### config.mk
export PLATFORM = sky130hd
export DESIGN_NAME = ahb_uart_tx_arb_flat
export DESIGN_NICKNAME = d
export VERILOG_FILES = /design/src/rtl/ahb_uart_tx_arb_if.sv /design/src/rtl/ahb_uart_tx_arb.sv /design/src/flat_wrapper.sv
export SDC_FILE = /design/constraint.sdc
export NUM_CORES = 1
export LEC_CHECK = 0
export BUFFER_PORTS_ARGS = -buffer_cell sky130_fd_sc_hd__buf_2
export CORE_ASPECT_RATIO = 0.6
export CORE_UTILIZATION = 35
export DETAILED_ROUTE_END_ITERATION = 12
export SYNTH_ARGS = -nofsm -noshare
export SYNTH_HDL_FRONTEND = slang
export SYNTH_SLANG_ARGS = --single-unit
### constraint.sdc
create_clock -name hclk -period 1.64 [get_ports hclk]
set_input_delay 0.082 -clock hclk [delete_from_list [all_inputs] [get_ports hclk]]
set_output_delay 0.082 -clock hclk [all_outputs]
set_load 0.005 [all_outputs]
### src/rtl/ahb_uart_tx_arb_if.sv
// Requester/write-FIFO bundle for the UART TX arbiter.
// Ports: req_i/last_i/data_i (requester side), ack_o, grant_o, busy_o,
//        wf_full_i (FIFO back-pressure), wf_we_o/wf_wdata_o (FIFO write port).
// The master modport is the requester/FIFO environment; the slave modport is the arbiter.
interface ahb_uart_tx_arb_if #(
  parameter int unsigned NREQ   = 4,
  parameter int unsigned DWIDTH = 8
);
  logic [NREQ-1:0]        req_i;
  logic [NREQ-1:0]        last_i;
  logic [NREQ*DWIDTH-1:0] data_i;
  logic [NREQ-1:0]        ack_o;
  logic [NREQ-1:0]        grant_o;
  logic                   wf_full_i;
  logic                   wf_we_o;
  logic [DWIDTH-1:0]      wf_wdata_o;
  logic                   busy_o;

  modport master (
    output req_i, last_i, data_i, wf_full_i,
    input  ack_o, grant_o, wf_we_o, wf_wdata_o, busy_o
  );

  modport slave (
    input  req_i, last_i, data_i, wf_full_i,
    output ack_o, grant_o, wf_we_o, wf_wdata_o, busy_o
  );
endinterface

### src/rtl/ahb_uart_tx_arb.sv
// Round-robin arbiter sharing the UART TX write FIFO between NREQ byte streams.
// A grant is held for a whole packet (or MAX_BURST bytes), then a one-cycle
// IDLE bubble re-arbitrates starting just after the previous owner.
// Ports: hclk, hresetn (sync, active-low), bus (slave modport of ahb_uart_tx_arb_if).
//   ack_o / wf_we_o / wf_wdata_o are combinational; grant_o / busy_o are registered.
module ahb_uart_tx_arb #(
  parameter int unsigned NREQ      = 4,
  parameter int unsigned DWIDTH    = 8,
  parameter int unsigned MAX_BURST = 16
) (
  input  logic              hclk,
  input  logic              hresetn,
  ahb_uart_tx_arb_if.slave  bus
);

  localparam int unsigned PTR_W = (NREQ > 1) ? $clog2(NREQ) : 1;
  localparam int unsigned CNT_W = 8;

  typedef enum logic [0:0] {IDLE, XFER} state_t;

  state_t             state_q, state_d;
  logic [NREQ-1:0]    grant_q, grant_d;
  logic [PTR_W-1:0]   gidx_q,  gidx_d;
  logic [PTR_W-1:0]   ptr_q,   ptr_d;
  logic [CNT_W-1:0]   cnt_q,   cnt_d;

  logic [DWIDTH-1:0]  data_arr [NREQ];
  logic               found_c;
  logic [PTR_W-1:0]   win_c;
  logic               accept_c;
  logic               release_c;
  logic [NREQ-1:0]    ack_c;

  // Unpack the flat requester data bus.
  for (genvar r = 0; r < NREQ; r++) begin : g_unpack
    assign data_arr[r] = bus.data_i[r*DWIDTH +: DWIDTH];
  end

  // First set request at or after ptr, wrapping at NREQ.
  always_comb begin
    found_c = 1'b0;
    win_c   = '0;
    for (int unsigned i = 0; i < NREQ; i++) begin
      int unsigned j;
      j = 32'(ptr_q) + i;
      if (j >= NREQ) j = j - NREQ;
      if (!found_c && bus.req_i[PTR_W'(j)]) begin
        found_c = 1'b1;
        win_c   = PTR_W'(j);
      end
    end
  end

  // Write path; reset gates the write so an in-flight byte is never committed.
  always_comb begin
    accept_c = hresetn && (state_q == XFER) && bus.req_i[gidx_q] && !bus.wf_full_i;
    ack_c    = '0;
    if (accept_c) ack_c[gidx_q] = 1'b1;
  end

  assign bus.ack_o      = ack_c;
  assign bus.wf_we_o    = accept_c;
  assign bus.wf_wdata_o = accept_c ? data_arr[gidx_q] : '0;
  assign bus.grant_o    = grant_q;
  assign bus.busy_o     = (state_q == XFER);

  // Packet end, burst limit, or abandon all end the grant.
  assign release_c = (accept_c && (bus.last_i[gidx_q] || (cnt_q == CNT_W'(MAX_BURST - 1))))
                   || !bus.req_i[gidx_q];

  // Next-state logic.
  always_comb begin
    state_d = state_q;
    grant_d = grant_q;
    gidx_d  = gidx_q;
    ptr_d   = ptr_q;
    cnt_d   = cnt_q;
    case (state_q)
      IDLE: begin
        if (found_c) begin
          state_d        = XFER;
          grant_d        = '0;
          grant_d[win_c] = 1'b1;
          gidx_d         = win_c;
          cnt_d          = '0;
        end
      end
      XFER: begin
        if (accept_c) cnt_d = cnt_q + CNT_W'(1);
        if (release_c) begin
          state_d = IDLE;
          grant_d = '0;
          cnt_d   = '0;
          ptr_d   = ((32'(gidx_q) + 32'd1) >= NREQ) ? '0 : gidx_q + PTR_W'(1);
        end
      end
      default: state_d = IDLE;
    endcase
  end

  // State registers.
  always_ff @(posedge hclk) begin
    if (!hresetn) begin
      state_q <= IDLE;
      grant_q <= '0;
      gidx_q  <= '0;
      ptr_q   <= '0;
      cnt_q   <= '0;
    end else begin
      state_q <= state_d;
      grant_q <= grant_d;
      gidx_q  <= gidx_d;
      ptr_q   <= ptr_d;
      cnt_q   <= cnt_d;
    end
  end

endmodule
### src/flat_wrapper.sv
// flat-port wrapper written by rule: the top's interface ports become plain ports
module ahb_uart_tx_arb_flat 
#(
  parameter int unsigned NREQ      = 4,
  parameter int unsigned DWIDTH    = 8,
  parameter int unsigned MAX_BURST = 16
)
  (hclk, hresetn, bus_req_i, bus_last_i, bus_data_i, bus_wf_full_i, bus_ack_o, bus_grant_o, bus_wf_we_o, bus_wf_wdata_o, bus_busy_o);
  ahb_uart_tx_arb_if #(.NREQ(NREQ), .DWIDTH(DWIDTH)) bus_i ();
  input  logic hclk;
  input  logic hresetn;
  input wire logic [$bits(bus_i.req_i)-1:0] bus_req_i;
  input wire logic [$bits(bus_i.last_i)-1:0] bus_last_i;
  input wire logic [$bits(bus_i.data_i)-1:0] bus_data_i;
  input wire logic [$bits(bus_i.wf_full_i)-1:0] bus_wf_full_i;
  output wire logic [$bits(bus_i.ack_o)-1:0] bus_ack_o;
  output wire logic [$bits(bus_i.grant_o)-1:0] bus_grant_o;
  output wire logic [$bits(bus_i.wf_we_o)-1:0] bus_wf_we_o;
  output wire logic [$bits(bus_i.wf_wdata_o)-1:0] bus_wf_wdata_o;
  output wire logic [$bits(bus_i.busy_o)-1:0] bus_busy_o;
  assign bus_i.req_i = bus_req_i;
  assign bus_i.last_i = bus_last_i;
  assign bus_i.data_i = bus_data_i;
  assign bus_i.wf_full_i = bus_wf_full_i;
  assign bus_ack_o = bus_i.ack_o;
  assign bus_grant_o = bus_i.grant_o;
  assign bus_wf_we_o = bus_i.wf_we_o;
  assign bus_wf_wdata_o = bus_i.wf_wdata_o;
  assign bus_busy_o = bus_i.busy_o;
  ahb_uart_tx_arb #(.NREQ(NREQ), .DWIDTH(DWIDTH), .MAX_BURST(MAX_BURST)) u_core (.hclk(hclk), .hresetn(hresetn), .bus(bus_i));
endmodule
==> results of run 1 <==
==> worst min-delay path by stage <==
stage                       start           endpoint  depth (start not counted)
final                     hresetn  u_core.bus.busy_o                          2
after global routing      hresetn   u_core.gidx_q[0]                          2
after CTS                 hresetn  u_core.bus.busy_o                          2
after detailed placement  hresetn   u_core.gidx_q[0]                          2
after global placement    hresetn  u_core.bus.busy_o                          2
after floorplan           hresetn    u_core.cnt_q[1]                          2
==> cell families (layout without fill, tap and decap cells) <==
logic type               Yosys count  after routing  share of synthesized area, %
multiplexers                      16             16                          20.2
AND/OR/NAND/NOR                   57             57                          22.3
flip-flops                        17             17                          24.1
adder cells (fa/ha/maj)            5              5                          4.44
AO/OA/AOI/OAI                     43             44                          21.6
buffers and inverters             24            108                          7.36
==> critical path: stages, from the launching register on <==
cell	delay, ps
dfxtp_4	370
mux4_2	570
buf_6	150
buf_6	110
and3_4	160
buf_6	110
==> cell usage in the layout (no fill, tap or decap), types with 4 or more instances in the layout <==
cell and instances:
buf_4 29, buf_6 6, nand2_1 9, or3_1 4, inv_1 10, ha_1 5
dfxtp_1 15, nor2_1 6, mux4_2 10, and3_1 15, buf_2 58, mux2i_1 6
nand3_1 9, a21oi_1 13
==> repair_timing <==
action,4_1_cts,5_1_grt
pin swaps,2,2
cloned,0,1
endpoints found under the setup margin,24,27
resized for setup,8,13
setup buffers,0,1
==> cell type report <==
type                    instances  area, um2  area share [%]
well taps                      47       58.8            2.78
clock inverters                 1       5.00           0.237
inverters                      11       41.3            1.95
multi-input cells             122       1050            49.5
clock buffers                   3       41.3            1.95
flip-flops and latches         17        345            16.3
repair buffers                 93        576            27.2
==> metrics by stage <==
step / hold WS (ps) / TNS (ps) / power [mW]
6_report: 190 / -3010 / 1.22
5_1_grt: 210 / -4280 / 1.29
4_1_cts: 171 / -2200 / 1.18
3_5_place_dp: 443 / -1130 / 0.848
3_3_place_gp: 441 / -971 / 0.849
2_1_floorplan: 258 / -144 / 0.682
==> registers in the layout, summed over array words and instances, names as in the netlist <==
name	flops
u_core.bus.grant_o	4
u_core.gidx_q	2
u_core.ptr_q	2
u_core.cnt_q	8
u_core.bus.busy_o	1
==> power by group <==
group	total, mW	switching [mW]	internal (mW)
combinational	0.439	0.207	0.232
sequential	0.453	0.0213	0.432
clock	0.325	0.156	0.169
total	1.22	0.385	0.833
==> metal layers <==
| metal | part of all wire [%] | vias to the layer above | wire [um] |
|---|---|---|---|
| li1 | - | 798 | - |
| met2 | 43 | 55 | 2010 |
| met5 | 0 | - | 0 |
| met4 | 0.19 | 0 | 9 |
| met3 | 6.3 | 2 | 291 |
| met1 | 50 | 772 | 2350 |
==> flow_summary.yaml, run 1 <==
place:
  dp_worst_setup_slack_ps: -168
  io_buffers: 60
  dp.cells: 288
  place_congestion: 0.831
  dpl.hpwl_um: 3450
  placed_area_mm2: 0.00195
power:
  vdd_drop_max_uv: 270
  powerDensity_mw_per_mm2: 576
  p_leak_nw: 1.01
detailed_routing:
  wire_per_inst_um: 15.8
  wl_um: 4650
  drc: 0
  dr.pass1.iters: 5
  vias: 1627
  drt_iter0_markers: 87
  ant_nets: 0
  detail_route.vias_per_cell: 5.53
global_route:
  grt_pass1_vias: 1539
  grt_first_pass_wirelength_um: 7320
  grt_use_total_pct: 22.0
  met2_usage_pct: 32.5
  use_met1_pct: 32.5
  grt_max_degree: 23
  grt-ovfl-total: 0
  globalRoute.busiestLayer: "met2"
  grt_antenna_before_repair: 0
  grt_use_met3_pct: 5.17
sta:
  period_share_pct: 111
  fmax_ghz: 0.549
  final-setup-viol-count: 25
  finalClockSkew_ps: 1.95
  finalHoldViolCount: 0
  setup_slack_ps: -183
  fin_crit_ps: 1820
  worstMarginPinSlew_ps: 576
  max-slew-margin-rel_pct: 61.5
  slew_viol_final: 0
  rsz0062_at_grt: "yes"
worst_setup_path:
  r2r_slack_ps: -150
  worstSetupStartpoint: "u_core.gidx_q[0]"
  end_kind: "primary output"
  cp_max_fo: 5
  r2r-start: "u_core.gidx_q[0]"
  timing.rr.end: "u_core.bus.grant_o[2]"
  startpoint_type: "flip-flop"
  crit_end: "bus_wf_wdata_o[6]"
  critPathKind: "reg -> out"
  arrival_ps: 1740
  critPathRequiredTime_ps: 1560
  ff2ff_path_depth: 5
synth:
  synth_area_leaders: "dfxtp_1 (24%), mux4_2 (16%), and3_1 (7.5%)"
  synth_top_area_share_pct: 24.1
  synth-edff-count: 0
  yosysWarnings: 0
  netlist_area_mm2: 0.00141
  ys.flop_type: "dfxtp_1"
  synthCells: 162
  synth_cell_types: 43
  syn_nets: 210
  synth_common_cells: "and3_1 (17), dfxtp_1 (17), a21oi_1 (15), inv_1 (11)"
  seq_area_frac_synth_pct: 24.1
  synthArstFlopShare_pct: 0
  ys_ff_latch: 17
  postSynthAreaPerCell_um2: 8.70
  synth_largest_area_cell: "dfxtp_1"
cells_and_area:
  fill_cells: 353
  final_area_mm2: 0.00211
  post-route-util_pct: 56.1
  diodes: 0
  drive_above_1_share_pct: 50.2
  finalNetCount: 296
  syn2layout_area_growth_pct: 49.9
  instances_no_fill: 294
run:
  maxCapViolCount: 0
floorplanning:
  start_util_pct: 37.5
  die_h_um: 51.2
  dieArea_mm2: 0.00430
  die_x_um: 83.9
  num_rows: 17
  core_mm2: 0.00376
  io_pins: 61
clock_tree:
  cts_hold_buffers: 0
  cts-root-buf: "clkbuf_8"
  clockBufferDepth: 2
  cts_sinks: 17
  htreeDepth: 1
  cts_tree: "built"
  path_clk_slew_ps: 70
  clock_latency_ps: 260
  numCtsBuffers: 3
status:
  violations: "setup timing"
  status: "finished with violations"
min_path:
  hold_class: "in -> reg"
(Power assumes the default switching activity.)
==> inputs of run 2 (changes only) <==
- clock period: 1.64 -> 2.3 ns (I/O delays scaled with it)
==> flow_summary.yaml, run 2 (synthesized netlist as in run 1, its figures left out) <==
status:
  status: "finished, final reports clean"
clock_tree:
  cts_hold_buffers: 0
  clockBufferDepth: 2
  cts.repair.resized: 0
  clock_latency_ps: 260
  cts_setup_buffers: 0
  path_clk_slew_ps: 70
  numCtsBuffers: 3
  cts-root-buf: "clkbuf_8"
  cts_tree: "built"
  cts_sinks: 17
  htreeDepth: 1
worst_setup_path:
  startpoint_type: "flip-flop"
  arrival_ps: 2140
  end_kind: "flip-flop"
  critPathKind: "reg -> reg"
  critPathRequiredTime_ps: 2420
  cp_max_fo: 18
  ff2ff_path_depth: 4
detailed_routing:
  dr.pass1.iters: 4
  wire_per_inst_um: 15.9
  dr_wl_met3_um: 174
  wl_met2_um: 1730
  drc: 0
  vias: 1480
  highest_layer: "met4"
  m1WireLength_um: 2290
  detail_route.vias_per_cell: 5.56
  ant_nets: 0
  drt_iter0_markers: 117
  wl_um: 4240
global_route:
  grt-ovfl-total: 0
  grt_antenna_before_repair: 0
  grt_pass1_vias: 1412
  grt_first_pass_wirelength_um: 6960
  grt_use_total_pct: 21.3
  grt_max_degree: 23
sta:
  fmax_ghz: 0.495
  worstMarginPinSlew_ps: 651
  setup_tns_ps: 0
  fin_crit_ps: 2020
  max-slew-margin-rel_pct: 56.2
  final-setup-viol-count: 0
  period_share_pct: 87.8
  finalHoldViolCount: 0
  setup_slack_ps: 279
  finalClockSkew_ps: 5.59
  rsz0062_at_grt: "no"
  slew_viol_final: 0
cells_and_area:
  diodes: 0
  final_cell_mix: "buf_2 (60), and3_1 (17), dfxtp_1 (17), a21oi_1 (15), inv_1 (11)"
  largest_reg_flops: 8
  multi_input_area_um2: 966
  final_area_mm2: 0.00180
  finalNetCount: 268
  drive_above_1_share_pct: 38.4
  syn2layout_area_growth_pct: 27.5
  fill_cells: 388
  largest_register: "u_core.cnt_q"
  regArea_um2: 340
  layout_commonest_cell: "buf_2"
floorplanning:
  die_h_um: 51.2
  die_x_um: 83.9
  io_pins: 61
  start_util_pct: 37.5
  num_rows: 17
  dieArea_mm2: 0.00430
  core_mm2: 0.00376
place:
  dpl.hpwl_um: 3350
  dp_worst_setup_slack_ps: 293
  place_congestion: 0.796
  io_buffers: 60
  placed_area_mm2: 0.00175
min_path:
  hold_class: "in -> reg"
  min_path_cells: 2
power:
  vdd_drop_max_uv: 264
  powerDensity_mw_per_mm2: 440
  power.total_mw: 0.790
  p_leak_nw: 0.838
run:
  maxCapViolCount: 0
[run 2: where the power goes]
part | internal [mW] | switching, mW | total (mW) | leakage [nW]
sequential | 0.308 | 0.0146 | 0.322 | 0.138
clock | 0.120 | 0.108 | 0.228 | 0.0255
combinational | 0.117 | 0.124 | 0.240 | 0.674
total | 0.545 | 0.246 | 0.790 | 0.838
[run 2: path summary, 6_finish.rpt]
check	from	end	slack [ps]
worst max register to register	u_core.gidx_q[0]	u_core.bus.grant_o[3]	280
worst min register to register	u_core.bus.grant_o[3]	u_core.bus.grant_o[3]	460
worst max-delay path	u_core.gidx_q[0]	u_core.bus.grant_o[3]	280
worst min-delay path	hresetn	u_core.bus.busy_o	220
[run 2: worst max-delay path: stages, from the launching register on]
cell	delay (ps)
dfxtp_1	390
mux4_2	680
a32oi_1	240
o31a_1	410
o32ai_1	160
[run 2: through the flow]
step | utilization [%] | cells | hold slack [ps]
finish | 47.8 | 266 | 216
global route | 47.8 | 266 | 223
CTS | 47.8 | 266 | 212
detailed placement | 46.5 | 262 | 450
global placement | 46.5 | 262 | 446
floorplan | - | 162 | 291
[run 2: per-layer routing]
metal	track usage [%]	vias to the layer above
li1	-	736
met1	31.7	709
met2	31.7	31
met3	3.88	4
met4	5.17	0
met5	0	-
[run 2: cell type report]
type | count | area share, %
clock buffer | 3 | 2.30
clock inverter | 1 | 0.278
inverter | 11 | 2.30
multi-input combinational | 121 | 53.7
sequential | 17 | 18.9
tap | 47 | 3.27
timing repair buffer | 66 | 19.2
==> inputs of run 3 (changes only) <==
- CORE_UTILIZATION: 35 -> 45
- GPL_ROUTABILITY_DRIVEN: not set -> 0
- PLACE_DENSITY: not set -> 0.76
- clock period: 2.3 -> 2.45 ns (I/O delays scaled with it)
==> flow_summary.yaml, run 3 (synthesized netlist as in run 1, its figures left out) <==
clock_tree:
  cts.repair.resized: 0
  cts_hold_buffers: 0
  cts_sinks: 17
  cts_setup_buffers: 0
  clock_latency_ps: 250
  cts_tree: "built"
  numCtsBuffers: 3
  cts-root-buf: "clkbuf_8"
  path_clk_slew_ps: 70
  htreeDepth: 1
  clockBufferDepth: 2
floorplanning:
  io_pins: 61
  die_x_um: 74.3
  core_mm2: 0.00293
  start_util_pct: 48.2
  dieArea_mm2: 0.00337
  num_rows: 15
  die_h_um: 45.4
detailed_routing:
  wire_per_inst_um: 14.4
  drt_iter0_markers: 135
  wl_um: 3740
  vias: 1474
  dr.pass1.iters: 4
  drc: 0
  detail_route.vias_per_cell: 5.69
  ant_nets: 0
cells_and_area:
  final_cell_mix: "buf_2 (60), and3_1 (17), dfxtp_1 (17), a21oi_1 (15), inv_1 (11)"
  fill_cells: 290
  layout_commonest_cell: "buf_2"
  instances_no_fill: 259
  finalNetCount: 266
  largest_reg_flops: 8
  largest_register: "u_core.cnt_q"
  drive_above_1_share_pct: 37.8
  syn2layout_area_growth_pct: 26.0
  final_area_mm2: 0.00178
  diodes: 0
sta:
  period_share_pct: 86.5
  finalHoldViolCount: 0
  final-setup-viol-count: 0
  fmax_ghz: 0.472
  finalClockSkew_ps: 3.83
  hold_ws_ps: 231
  fin_crit_ps: 2120
  setup_slack_ps: 331
  max-slew-margin-rel_pct: 60.8
  rsz0062_at_grt: "no"
  worstMarginPinSlew_ps: 582
  setup_tns_ps: 0
  slew_viol_final: 0
worst_setup_path:
  cpMaxStageDelayCell: "mux4_2"
  r2r-start: "u_core.gidx_q[0]"
  startpoint_type: "flip-flop"
  arrival_ps: 2000
  end_kind: "primary output"
  timing.rr.end: "u_core.bus.grant_o[3]"
  cp_max_fo: 21
  r2r_slack_ps: 330
  ff2ff_path_depth: 4
  critPathTopFamily: "multiplexers"
  critPathMaxStageDelay_ps: 730
  critPathKind: "reg -> out"
  crit_chain: "mux4_2 > nand2_1 > inv_1 > buf_2"
  path_buf_inv: 2
  critPathRequiredTime_ps: 2330
min_path:
  min_path_cells: 2
  hold_path_startpoint: "hresetn"
  min_delay_worst_endpoint: "u_core.bus.busy_o"
  hold_class: "in -> reg"
power:
  vdd_drop_max_uv: 290
  p_leak_nw: 0.829
  powerDensity_mw_per_mm2: 411
global_route:
  grt_max_degree: 23
  grt_antenna_before_repair: 0
  grt_use_total_pct: 23.7
  grt_first_pass_wirelength_um: 6070
  grt_pass1_vias: 1306
  grt-ovfl-total: 0
run:
  maxCapViolCount: 0
place:
  dpl.hpwl_um: 2920
  placed_area_mm2: 0.00173
  io_buffers: 60
  dp_worst_setup_slack_ps: 337
  dp.cells: 255
status:
  status: "finished, final reports clean"
==> run 3: cell types whose count changed in the layout (fill, tap and decap cells not counted), sizes merged <==
cell,before,now
buf,66,64
==> run 3: worst reg2reg max path, stage by stage (launching register included) <==
cell	delay (ps)
dfxtp_1	430
mux4_2	730
a32oi_1	230
o31a_1	420
o32ai_1	170
==> run 3: stage by stage <==
| step | power [mW] | util (%) |
|---|---|---|
| floorplan | 0.452 | - |
| global placement | 0.522 | 59.1 |
| detailed placement | 0.525 | 59.1 |
| CTS | 0.736 | 60.7 |
| global route | 0.775 | 60.7 |
| finish | 0.731 | 60.7 |
==> run 3: worst max path at each step <==
stage | startpoint | endpoint | slack [ps] | depth (start not counted)
final | u_core.gidx_q[0] | bus_wf_we_o | 330 | 4
after global routing | u_core.gidx_q[0] | u_core.bus.grant_o[3] | 190 | 4
after CTS | u_core.gidx_q[0] | u_core.bus.grant_o[3] | 330 | 4
after detailed placement | u_core.gidx_q[0] | u_core.bus.grant_o[3] | 340 | 4
after global placement | u_core.gidx_q[0] | u_core.bus.grant_o[1] | 410 | 4
after floorplan | u_core.gidx_q[0] | u_core.bus.grant_o[0] | 640 | 6
==> run 3: where the power goes <==
part / internal [mW] / switching [mW]
sequential: 0.289 / 0.0128
combinational: 0.107 / 0.113
clock: 0.113 / 0.0967
==> run 3: cell type report <==
| type | instances | area, um2 | area share (%) |
|---|---|---|---|
| Timing Repair Buffer | 64 | 330 | 18.6 |
| Clock buffer | 3 | 41.3 | 2.32 |
| Sequential cell | 17 | 340 | 19.2 |
| Tap cell | 42 | 52.6 | 2.96 |
| Inverter | 11 | 41.3 | 2.32 |
| Clock inverter | 1 | 5.00 | 0.282 |
| Multi-Input combinational cell | 121 | 966 | 54.4 |
==> run 3: per-layer routing <==
layer	wire [um]	track usage, %
met3	172	5.36
met4	0	1.13
met1	1990	36.4
met5	0	0
met2	1580	35.6
